===== config.mk =====
export PLATFORM = sky130hd
export DESIGN_NAME = frame_to_demux_loader_flat
export DESIGN_NICKNAME = d
export VERILOG_FILES = /design/src/rtl/dsp_pkg.sv /design/src/rtl/frame_to_demux_loader_if.sv /design/src/rtl/frame_timeout_counter.sv /design/src/rtl/frame_to_demux_loader.sv /design/src/flat_wrapper.sv
export SDC_FILE = /design/constraint.sdc
export NUM_CORES = 1
export LEC_CHECK = 0
export BUFFER_PORTS_ARGS = -buffer_cell sky130_fd_sc_hd__buf_2
export CORE_MARGIN = 4
export CORE_UTILIZATION = 55
export DETAILED_ROUTE_END_ITERATION = 10
export PLACE_DENSITY = 0.73
export SLEW_MARGIN = 20
export SYNTH_ARGS = -nofsm -noshare
export SYNTH_HDL_FRONTEND = slang
export SYNTH_HIERARCHICAL = 1
export SYNTH_SLANG_ARGS = --single-unit

===== constraint.sdc =====
create_clock -name clk -period 2.2 [get_ports clk]
set_clock_uncertainty 0.1 [all_clocks]
set_input_delay 0.22 -clock clk [delete_from_list [all_inputs] [get_ports clk]]
set_output_delay 0.22 -clock clk [all_outputs]
set_load 0.005 [all_outputs]

===== src/rtl/dsp_pkg.sv =====
// Shared DSP datapath definitions: byte width, frame loader FSM encoding,
// framing defaults and the additive checksum helper.
package dsp_pkg;

    localparam int unsigned BYTE_W = 8;

    // Frame loader FSM encoding
    localparam logic [1:0] ST_IDLE    = 2'd0;
    localparam logic [1:0] ST_PAYLOAD = 2'd1;
    localparam logic [1:0] ST_CHECK   = 2'd2;

    localparam logic [BYTE_W-1:0] HEADER_DEFAULT   = 8'hA5;
    localparam logic [3:0]        PARK_SEL_DEFAULT = 4'd15;

    // 8-bit additive checksum, wraps mod 256
    function automatic logic [BYTE_W-1:0] csum_add(input logic [BYTE_W-1:0] acc,
                                                   input logic [BYTE_W-1:0] b);
        return acc + b;
    endfunction

endpackage


===== src/rtl/frame_to_demux_loader_if.sv =====
// Byte-stream input and demux-side output bundle of the frame loader.
// slave: the loader itself; master: the UART/demux environment around it.
interface frame_to_demux_loader_if;
    import dsp_pkg::*;

    logic [BYTE_W-1:0] rx_data;
    logic              rx_valid;
    logic [BYTE_W-1:0] dmx_data;
    logic [3:0]        dmx_sel;
    logic              dmx_we;
    logic              busy;
    logic              frame_done;
    logic              frame_err;

    modport slave (
        input  rx_data, rx_valid,
        output dmx_data, dmx_sel, dmx_we, busy, frame_done, frame_err
    );

    modport master (
        output rx_data, rx_valid,
        input  dmx_data, dmx_sel, dmx_we, busy, frame_done, frame_err
    );

endinterface


===== src/rtl/frame_timeout_counter.sv =====
// Loadable up/down counter with synchronous clear and an expiry flag that is
// high while the count equals the supplied limit.
module frame_timeout_counter #(
    parameter int unsigned WIDTH = 16
) (
    input  logic             clk,
    input  logic             rst,
    input  logic             clr,
    input  logic             load,
    input  logic [WIDTH-1:0] load_val,
    input  logic             en,
    input  logic             up,
    input  logic [WIDTH-1:0] limit,
    output logic             expired
);

    logic [WIDTH-1:0] count_q, count_d;

    // Next count: clear beats load beats count
    always_comb begin
        count_d = count_q;
        if (clr) begin
            count_d = '0;
        end else if (load) begin
            count_d = load_val;
        end else if (en) begin
            count_d = up ? count_q + WIDTH'(1) : count_q - WIDTH'(1);
        end
    end

    // Count register
    always_ff @(posedge clk or posedge rst) begin
        if (rst) begin
            count_q <= '0;
        end else begin
            count_q <= count_d;
        end
    end

    assign expired = (count_q == limit);

endmodule


===== src/rtl/frame_to_demux_loader.sv =====
// Frame recogniser feeding the 1-to-14 byte demux. Each accepted payload byte
// is placed on dmx_data first; one cycle later dmx_sel carries the index with
// dmx_we, and the cycle after that dmx_sel parks again while data still holds.
module frame_to_demux_loader
    import dsp_pkg::*;
#(
    parameter int unsigned       NUM_WORDS = 14,
    parameter logic [BYTE_W-1:0] HEADER    = HEADER_DEFAULT,
    parameter logic [3:0]        PARK_SEL  = PARK_SEL_DEFAULT,
    parameter logic [15:0]       TIMEOUT   = 16'd50000
) (
    input logic                    clk,
    input logic                    rst,
    frame_to_demux_loader_if.slave bus
);

    localparam logic [3:0]  LAST_IDX  = 4'(NUM_WORDS - 1);
    // Expiry is seen one cycle before the count would reach TIMEOUT so the
    // error lands exactly TIMEOUT edges after the last accepted byte.
    localparam logic [15:0] TMO_LIMIT = TIMEOUT - 16'd1;

    logic [1:0]        state_q, state_d;
    logic [3:0]        idx_q, idx_d;
    logic [BYTE_W-1:0] sum_q, sum_d;
    logic              pend_q, pend_d;
    logic              ovr_q, ovr_d;
    logic [BYTE_W-1:0] dmx_data_q, dmx_data_d;
    logic [3:0]        dmx_sel_q, dmx_sel_d;
    logic              dmx_we_q, dmx_we_d;
    logic              done_q, done_d;
    logic              err_q, err_d;
    logic              accept;
    logic              tmr_clr, tmr_en, tmr_expired;

    assign tmr_clr = (state_q == ST_IDLE) || accept;
    assign tmr_en  = (state_q != ST_IDLE);

    frame_timeout_counter #(
        .WIDTH (16)
    ) u_timer (
        .clk      (clk),
        .rst      (rst),
        .clr      (tmr_clr),
        .load     (1'b0),
        .load_val ('0),
        .en       (tmr_en),
        .up       (1'b1),
        .limit    (TMO_LIMIT),
        .expired  (tmr_expired)
    );

    // Frame FSM, write sequencer, checksum and pulse generation
    always_comb begin
        state_d    = state_q;
        idx_d      = idx_q;
        sum_d      = sum_q;
        ovr_d      = ovr_q;
        dmx_data_d = dmx_data_q;
        pend_d     = 1'b0;
        dmx_we_d   = pend_q;
        dmx_sel_d  = pend_q ? idx_q : PARK_SEL;
        done_d     = 1'b0;
        err_d      = 1'b0;
        accept     = 1'b0;

        case (state_q)
            ST_IDLE: begin
                if (bus.rx_valid && (bus.rx_data == HEADER)) begin
                    state_d = ST_PAYLOAD;
                    idx_d   = '0;
                    sum_d   = '0;
                    ovr_d   = 1'b0;
                    accept  = 1'b1;
                end
            end
            ST_PAYLOAD: begin
                // Write cycle ending: advance index, decide where to go next
                if (dmx_we_q) begin
                    idx_d = idx_q + 4'd1;
                    if (ovr_q) begin
                        state_d = ST_IDLE;
                    end else if (idx_q == LAST_IDX) begin
                        state_d = ST_CHECK;
                    end
                end
                if (bus.rx_valid) begin
                    if (pend_q || dmx_we_q) begin
                        // Overrun: drop the byte, flag once, finish the write
                        err_d = !ovr_q;
                        ovr_d = 1'b1;
                        if (dmx_we_q) begin
                            state_d = ST_IDLE;
                        end
                    end else begin
                        dmx_data_d = bus.rx_data;
                        sum_d      = csum_add(sum_q, bus.rx_data);
                        pend_d     = 1'b1;
                        accept     = 1'b1;
                    end
                end else if (tmr_expired && !pend_q && !dmx_we_q) begin
                    err_d   = 1'b1;
                    state_d = ST_IDLE;
                end
            end
            ST_CHECK: begin
                if (bus.rx_valid) begin
                    accept  = 1'b1;
                    done_d  = (bus.rx_data == sum_q);
                    err_d   = (bus.rx_data != sum_q);
                    state_d = ST_IDLE;
                end else if (tmr_expired) begin
                    err_d   = 1'b1;
                    state_d = ST_IDLE;
                end
            end
            default: begin
                state_d = ST_IDLE;
            end
        endcase
    end

    // State and output registers
    always_ff @(posedge clk or posedge rst) begin
        if (rst) begin
            state_q    <= ST_IDLE;
            idx_q      <= '0;
            sum_q      <= '0;
            pend_q     <= 1'b0;
            ovr_q      <= 1'b0;
            dmx_data_q <= '0;
            dmx_sel_q  <= PARK_SEL;
            dmx_we_q   <= 1'b0;
            done_q     <= 1'b0;
            err_q      <= 1'b0;
        end else begin
            state_q    <= state_d;
            idx_q      <= idx_d;
            sum_q      <= sum_d;
            pend_q     <= pend_d;
            ovr_q      <= ovr_d;
            dmx_data_q <= dmx_data_d;
            dmx_sel_q  <= dmx_sel_d;
            dmx_we_q   <= dmx_we_d;
            done_q     <= done_d;
            err_q      <= err_d;
        end
    end

    assign bus.dmx_data   = dmx_data_q;
    assign bus.dmx_sel    = dmx_sel_q;
    assign bus.dmx_we     = dmx_we_q;
    assign bus.busy       = (state_q != ST_IDLE);
    assign bus.frame_done = done_q;
    assign bus.frame_err  = err_q;

endmodule

===== src/flat_wrapper.sv =====
// flat-port wrapper written by rule: the top's interface ports become plain ports
module frame_to_demux_loader_flat import dsp_pkg::*;
#(
    parameter int unsigned       NUM_WORDS = 14,
    parameter logic [BYTE_W-1:0] HEADER    = HEADER_DEFAULT,
    parameter logic [3:0]        PARK_SEL  = PARK_SEL_DEFAULT,
    parameter logic [15:0]       TIMEOUT   = 16'd50000
)
  (clk, rst, bus_rx_data, bus_rx_valid, bus_dmx_data, bus_dmx_sel, bus_dmx_we, bus_busy, bus_frame_done, bus_frame_err);
  frame_to_demux_loader_if bus_i ();
  input logic clk;
  input logic rst;
  input wire logic [$bits(bus_i.rx_data)-1:0] bus_rx_data;
  input wire logic [$bits(bus_i.rx_valid)-1:0] bus_rx_valid;
  output wire logic [$bits(bus_i.dmx_data)-1:0] bus_dmx_data;
  output wire logic [$bits(bus_i.dmx_sel)-1:0] bus_dmx_sel;
  output wire logic [$bits(bus_i.dmx_we)-1:0] bus_dmx_we;
  output wire logic [$bits(bus_i.busy)-1:0] bus_busy;
  output wire logic [$bits(bus_i.frame_done)-1:0] bus_frame_done;
  output wire logic [$bits(bus_i.frame_err)-1:0] bus_frame_err;
  assign bus_i.rx_data = bus_rx_data;
  assign bus_i.rx_valid = bus_rx_valid;
  assign bus_dmx_data = bus_i.dmx_data;
  assign bus_dmx_sel = bus_i.dmx_sel;
  assign bus_dmx_we = bus_i.dmx_we;
  assign bus_busy = bus_i.busy;
  assign bus_frame_done = bus_i.frame_done;
  assign bus_frame_err = bus_i.frame_err;
  frame_to_demux_loader #(.NUM_WORDS(NUM_WORDS), .HEADER(HEADER), .PARK_SEL(PARK_SEL), .TIMEOUT(TIMEOUT)) u_core (.clk(clk), .rst(rst), .bus(bus_i));
endmodule

==> impl_metrics.py, run 1 <==
metrics = {
    "cells_and_area": {
        "stdcell_count": 538,
        "fin_nets": 502,
        "drive_gt1_share_pct": 19.01,
        "area_delta_synth_final_pct": 20.64,
        "diodes": 0,
    },
    "detailed_routing": {
        "wl_met3_um": 372,
        "drc_errors": 0,
        "met1Wirelength_mm": 3.938,
        "met2_length_mm": 3.716,
        "viasPerCell": 5.654,
        "dr_total_vias": 3042,
        "ant_nets": 0,
        "wl_mm": 8.109,
        "firstDrtPassIters": 5,
        "wire_per_inst_um": 15.07,
        "drt_iter0_markers": 130,
        "highest_layer": "met4",
    },
    "synthesis": {
        "seq_area_frac_synth_pct": 34.01,
        "syn_inst": 383,
        "async_flop_share_pct": 100.0,
        "syn_area_per_cell_um2": 9.069,
        "synth-edff-count": 0,
        "ys.warnings.count": 6,
        "ys_ff_latch": 47,
        "yosysUniqueCellTypes": 57,
        "synth_ff_type": "dfrtp_1",
        "yosys-top-cells-area": "dfrtp_1 (31%), ha_1 (9.7%), xnor2_1 (6.6%)",
        "syn_area_um2": 3473,
        "yosys.area.top_type": "dfrtp_1",
        "netlist.area_leader.share_pct": 30.98,
    },
    "cts": {
        "cts_buffers": 5,
        "cts-root-buf": "clkbuf_8",
        "h-tree-depth": 2,
        "cts_buffer_depth": 2,
        "path_clk_slew_ns": 0.09,
        "cts_sinks": 47,
        "clock_latency_ns": 0.30,
        "cts_tree": "done",
    },
    "hold_path": {
        "min_path_type": "in2reg",
        "min_to": "u_core/bus.dmx_data[6]",
        "worstHoldPathCells": 2,
        "hp-start": "bus_rx_data[6]",
    },
    "power_and_ir_drop": {
        "power_density_nw_per_um2": 559.9,
        "vdd_drop_max_mv": 0.4721,
        "p_leak_nw": 1.991,
    },
    "floorplanning": {
        "rows": 28,
        "core-area_um2": 6026,
        "initial_utilization_pct": 57.64,
        "die_w_um": 87.47,
        "top_level_ports": 27,
        "dieArea_um2": 7650,
        "fp.dieH_um": 87.47,
    },
    "timing": {
        "max_freq_mhz": 452.1,
        "fin_crit_sh_pct": 100.5,
        "hold_violations": 0,
        "relSlewSlack_pct": 54.58,
        "finalWorstSetupSlack_ns": -0.01166,
        "rsz0062_at_grt": "yes",
        "post-route-min-period_ns": 2.212,
        "holdWs_ns": 0.09104,
        "setup_viol": 1,
        "worstMarginPinSlew_ns": 0.6806,
        "drv_slew": 0,
    },
    "place": {
        "hpwl_mm": 6.017,
        "pre_cts_ws_ns": -0.1276,
        "gp_congestion": 0.8721,
        "dp_cells": 528,
        "portBuffers": 26,
    },
    "critical_path": {
        "rrSetupSlack_ns": -0.01,
        "crit_path_max_fanout": 3,
        "reg2reg_depth": 7,
        "crit_path_start_kind": "register",
        "required_ns": 2.26,
        "r2r_end": "u_core/u_timer/count_q[13]",
        "cp.arrival_ns": 2.27,
        "critPathCaptureType": "register",
        "r2r_start": "u_core/u_timer/count_q[1]",
        "crit_type": "reg2reg",
    },
    "global_route": {
        "first_global_vias": 3040,
        "grt_max_degree": 32,
        "track_usage_pct": 22.88,
        "antenna_found_initial": 0,
        "overflow": 0,
        "grt_pass1_wl_mm": 13.93,
    },
    "outcome": {
        "violations": "setup timing",
        "status": "finished, violations left",
    },
    "job": {
        "max-cap-violations": 0,
    },
}
[worst max-delay path, stage by stage (launching register included)]
cell and delay (ns):
dfrtp_1 0.42, ha_4 0.23, a211oi_2 0.23, o21bai_1 0.13, a211o_2 0.43, a31oi_4 0.23, mux2i_1 0.20, o221ai_1 0.12
[registers in the layout, summed over array words and instances (netlist names)]
| register | count |
|---|---|
| u_core/u_timer/count_q | 16 |
| u_core/ovr_q | 1 |
| u_core/dmx_we_d | 1 |
| u_core/sum_q | 8 |
| u_core/bus.frame_err | 1 |
| u_core/state_q | 2 |
| u_core/idx_q | 4 |
| u_core/bus.frame_done | 1 |
| u_core/bus.dmx_we | 1 |
| u_core/bus.dmx_sel | 4 |
| u_core/bus.dmx_data | 8 |
[power by group]
| part | internal (mW) | switching (mW) |
|---|---|---|
| clock network | 0.454 | 0.293 |
| registers | 0.959 | 0.0560 |
| logic | 0.268 | 0.317 |
| total | 1.68 | 0.665 |
[worst max path at each step]
stage                                          from                          to  slack, ns
after floorplan           u_core/u_timer/count_q[1]  u_core/u_timer/count_q[13]      0.001
after global placement    u_core/u_timer/count_q[1]  u_core/u_timer/count_q[13]      -0.09
after detailed placement  u_core/u_timer/count_q[1]  u_core/u_timer/count_q[13]      -0.13
after CTS                 u_core/u_timer/count_q[0]  u_core/u_timer/count_q[14]       0.01
after global routing              u_core/state_q[0]  u_core/u_timer/count_q[13]      -0.15
final                     u_core/u_timer/count_q[1]  u_core/u_timer/count_q[13]      -0.01
[layout by cell type, fill, tap and decap left out, types with 9 or more instances in the layout]
master and n:
a21o_1 10, conb_1 40, nand2_1 26, xnor2_1 25
a21oi_1 32, a211oi_1 9, inv_1 21, ha_1 25
buf_2 26, buf_4 23, nand4_1 10, dfrtp_1 43
nor2_1 25, o21ai_0 12
[layer usage]
layer / track usage [%] / vias up
met4: 5.160 / 0
met3: 3.974 / 10
met1: 33.27 / 1434
met5: 0 / -
li1: - / 1515
met2: 35.55 / 83
[layout make-up]
cell class              instances  area [um2]
multi-input cells             336        2387
fillers                       497        1836
flip-flops and latches         47        1181
repair buffers                 50       312.8
well taps                      75       93.84
inverters                      22       82.58
clock buffers                   6       72.57
clock inverters                 2       60.06
[Yosys cell counts (5+ instances only)]
cell / instances
a211oi_1: 10
nor3_1: 6
nand2b_1: 8
nand4_1: 10
ha_1: 27
nand2_1: 26
nand3_1: 6
dfrtp_1: 43
xor2_1: 7
a22o_1: 5
o21ai_0: 14
clkbuf_1: 14
a21oi_1: 32
xnor2_1: 26
mux2_2: 8
inv_1: 22
a21o_1: 10
nor2_1: 25
a31oi_1: 5
o22ai_1: 7
o21ai_1: 6
and3_1: 7
[cell families after synthesis]
family          Yosys count  share of synthesized area [%]
compound gates          117                          23.16
simple gates            105                          15.53
flops                    47                          34.01
buf+inv                  38                          4.142
xor+xnor                 33                          8.321
fa+ha+maj                29                          10.88
mux                      12                          3.747
other cells               2                         0.2162
[through the flow]
step	cell area [um2]	setup TNS (ns)	utilization, %	total power [mW]
6_report	4190	-0.01166	69.54	2.346
5_1_grt	4190	-0.3676	69.54	2.475
4_1_cts	4119	0	68.36	2.346
3_5_place_dp	3961	-0.1818	65.74	1.594
3_3_place_gp	3961	-0.09693	65.74	1.574
2_1_floorplan	3659	0	-	1.402
[what timing repair did]
action | 4_1_cts | 5_1_grt
hold endpoints to repair | 43 | 0
hold buffers | 1 | 0
pin swaps | 5 | 9
buffers inserted | 0 | 1
endpoints found under the setup margin | 3 | 7
resized for setup | 2 | 11
No activity file was read; power rests on OpenSTA's default activity.
==> inputs of run 2 (changes only) <==
Settings changed: CORE_MARGIN 4 to 5.
==> run 2 against run 1 <==
Against the previous run:
- critical path type unchanged
- the flow still finishes with violations (setup timing)
- largest cell class unchanged
- cell count up 1.7%
- design area up 1.6%
- core utilization down 1.3 points
- worst setup slack better by 0.0099 ns
- register-to-register slack about the same
- via count up 0.89%
- flip-flop and latch count unchanged
- non-clock buffer count up 7
- worst hold slack worse by 0.0048 ns
- count of clock-buffer cells in the layout down 1
==> impl_metrics.py, run 2 (synthesis results as in run 1) <==
metrics = {
    "outcome": {
        "status": "finished, violations left",
        "violations": "setup timing",
    },
    "cts": {
        "h-tree-depth": 2,
        "cts_sinks": 47,
        "path_clk_slew_ns": 0.10,
        "clock_latency_ns": 0.31,
        "cts-root-buf": "clkbuf_8",
        "cts_buffer_depth": 2,
        "cts_buffers": 5,
        "cts_tree": "done",
    },
    "detailed_routing": {
        "wl_met3_um": 423,
        "wl_mm": 8.375,
        "met2_length_mm": 3.905,
        "highest_layer": "met4",
        "met1Wirelength_mm": 3.981,
        "ant_nets": 0,
        "viasPerCell": 5.611,
        "drc_errors": 0,
        "drt_iter0_markers": 165,
        "firstDrtPassIters": 5,
        "dr_total_vias": 3069,
        "wire_per_inst_um": 15.31,
    },
    "cells_and_area": {
        "fin_util_pct": 68.20,
        "stdcell_count": 547,
        "fin_nets": 509,
        "area_delta_synth_final_pct": 22.55,
        "largest_reg_flops": 16,
        "regMostFlops": "u_core/u_timer/count_q",
        "layout_commonest_cell": "dfrtp_1",
        "final_cell_mix": "dfrtp_1 (42), conb_1 (40), a21oi_1 (31)",
        "fin_area_um2": 4257,
        "diodes": 0,
        "drive_gt1_share_pct": 21.28,
    },
    "place": {
        "portBuffers": 26,
        "hpwl_mm": 6.129,
        "placed_area_um2": 3994,
        "dp_cells": 534,
        "gp_congestion": 0.8814,
        "pre_cts_ws_ns": -0.1439,
    },
    "floorplanning": {
        "die_w_um": 89.47,
        "fp.dieH_um": 89.47,
        "dieArea_um2": 8004,
        "top_level_ports": 27,
        "rows": 29,
        "initial_utilization_pct": 55.65,
        "core-area_um2": 6241,
    },
    "hold_path": {
        "hp-start": "bus_rx_data[6]",
        "min_path_type": "in2reg",
    },
    "global_route": {
        "grt_max_degree": 32,
        "overflow": 0,
        "first_global_vias": 2985,
        "track_usage_pct": 22.76,
        "antenna_found_initial": 0,
        "grt_pass1_wl_mm": 14.15,
    },
    "job": {
        "max-cap-violations": 0,
    },
    "timing": {
        "fin_crit_sh_pct": 100.1,
        "max_freq_mhz": 454.2,
        "setup_viol": 1,
        "post-route-min-period_ns": 2.202,
        "holdWs_ns": 0.08621,
        "relSlewSlack_pct": 53.07,
        "drv_slew": 0,
        "worstMarginPinSlew_ns": 0.7032,
        "hold_violations": 0,
        "rsz0062_at_grt": "yes",
        "finalWorstSetupSlack_ns": -0.001801,
        "setup-tns-final_ns": -0.001801,
    },
    "critical_path": {
        "crit_path_max_fanout": 3,
        "required_ns": 2.30,
        "r2r_start": "u_core/u_timer/count_q[1]",
        "crit_type": "reg2reg",
        "crit_path_start_kind": "register",
        "critPathCaptureType": "register",
        "startpoint": "u_core/u_timer/count_q[1]",
        "cp.arrival_ns": 2.30,
    },
    "power_and_ir_drop": {
        "p_leak_nw": 2.015,
        "total_power_mw": 2.279,
        "power_density_nw_per_um2": 535.5,
        "vdd_drop_max_mv": 0.4974,
    },
}
-- run 2: cell types whose count changed in the layout (fill, tap and decap cells not counted), sizes merged --
cell / change
buf: +7
bufinv: -1
clkbuf: -1
clkinvlp: +1
inv: +1
-- run 2: cell type report --
| cell class | instances | area (um2) |
|---|---|---|
| Clock inverter | 3 | 46.29 |
| Clock buffer | 5 | 68.82 |
| Fill cell | 506 | 1984 |
| Timing Repair Buffer | 57 | 369.1 |
| Multi-Input combinational cell | 336 | 2411 |
| Inverter | 22 | 82.58 |
| Sequential cell | 47 | 1182 |
| Tap cell | 77 | 96.34 |
-- run 2: critical path, stage by stage, from the launching register on --
cell and delay [ns]:
dfrtp_1 0.42, ha_4 0.24, a211oi_4 0.26, o21bai_2 0.11
a211o_4 0.38, a31oi_4 0.21, buf_4 0.14, xor2_1 0.14
o22ai_1 0.10
-- run 2: worst paths after layout --
check / slack (ns) / to / cells after the start
worst max register to register: -0.002 / u_core/u_timer/count_q[11] / 8
worst min register to register: 0.41 / u_core/bus.dmx_data[4] / 1
worst min-delay path: 0.09 / u_core/bus.dmx_data[6] / 2
max in group asynchronous: 1.08 / u_core/u_timer/count_q[7] / 3
worst max-delay path: -0.002 / u_core/u_timer/count_q[11] / 8
min in group asynchronous: 0.43 / u_core/bus.dmx_data[1] / 4
-- run 2: layer usage --
| layer | track usage [%] | up-vias |
|---|---|---|
| met5 | 0 | - |
| met4 | 5.007 | 0 |
| met3 | 4.332 | 7 |
| met2 | 37.24 | 69 |
| met1 | 31.38 | 1462 |
| li1 | - | 1531 |
-- run 2: timing repair --
action | CTS | global route
endpoints found under the hold margin | 43 | 0
gates resized for setup | 4 | 15
pin swaps | 4 | 7
hold buffers | 1 | 0
buffers inserted | 0 | 4
endpoints found under the setup margin | 5 | 11
-- run 2: power breakdown --
group / internal [mW] / total, mW / switching (mW)
sequential: 0.959 / 1.01 / 0.0545
clock: 0.343 / 0.669 / 0.326
combinational: 0.275 / 0.598 / 0.323
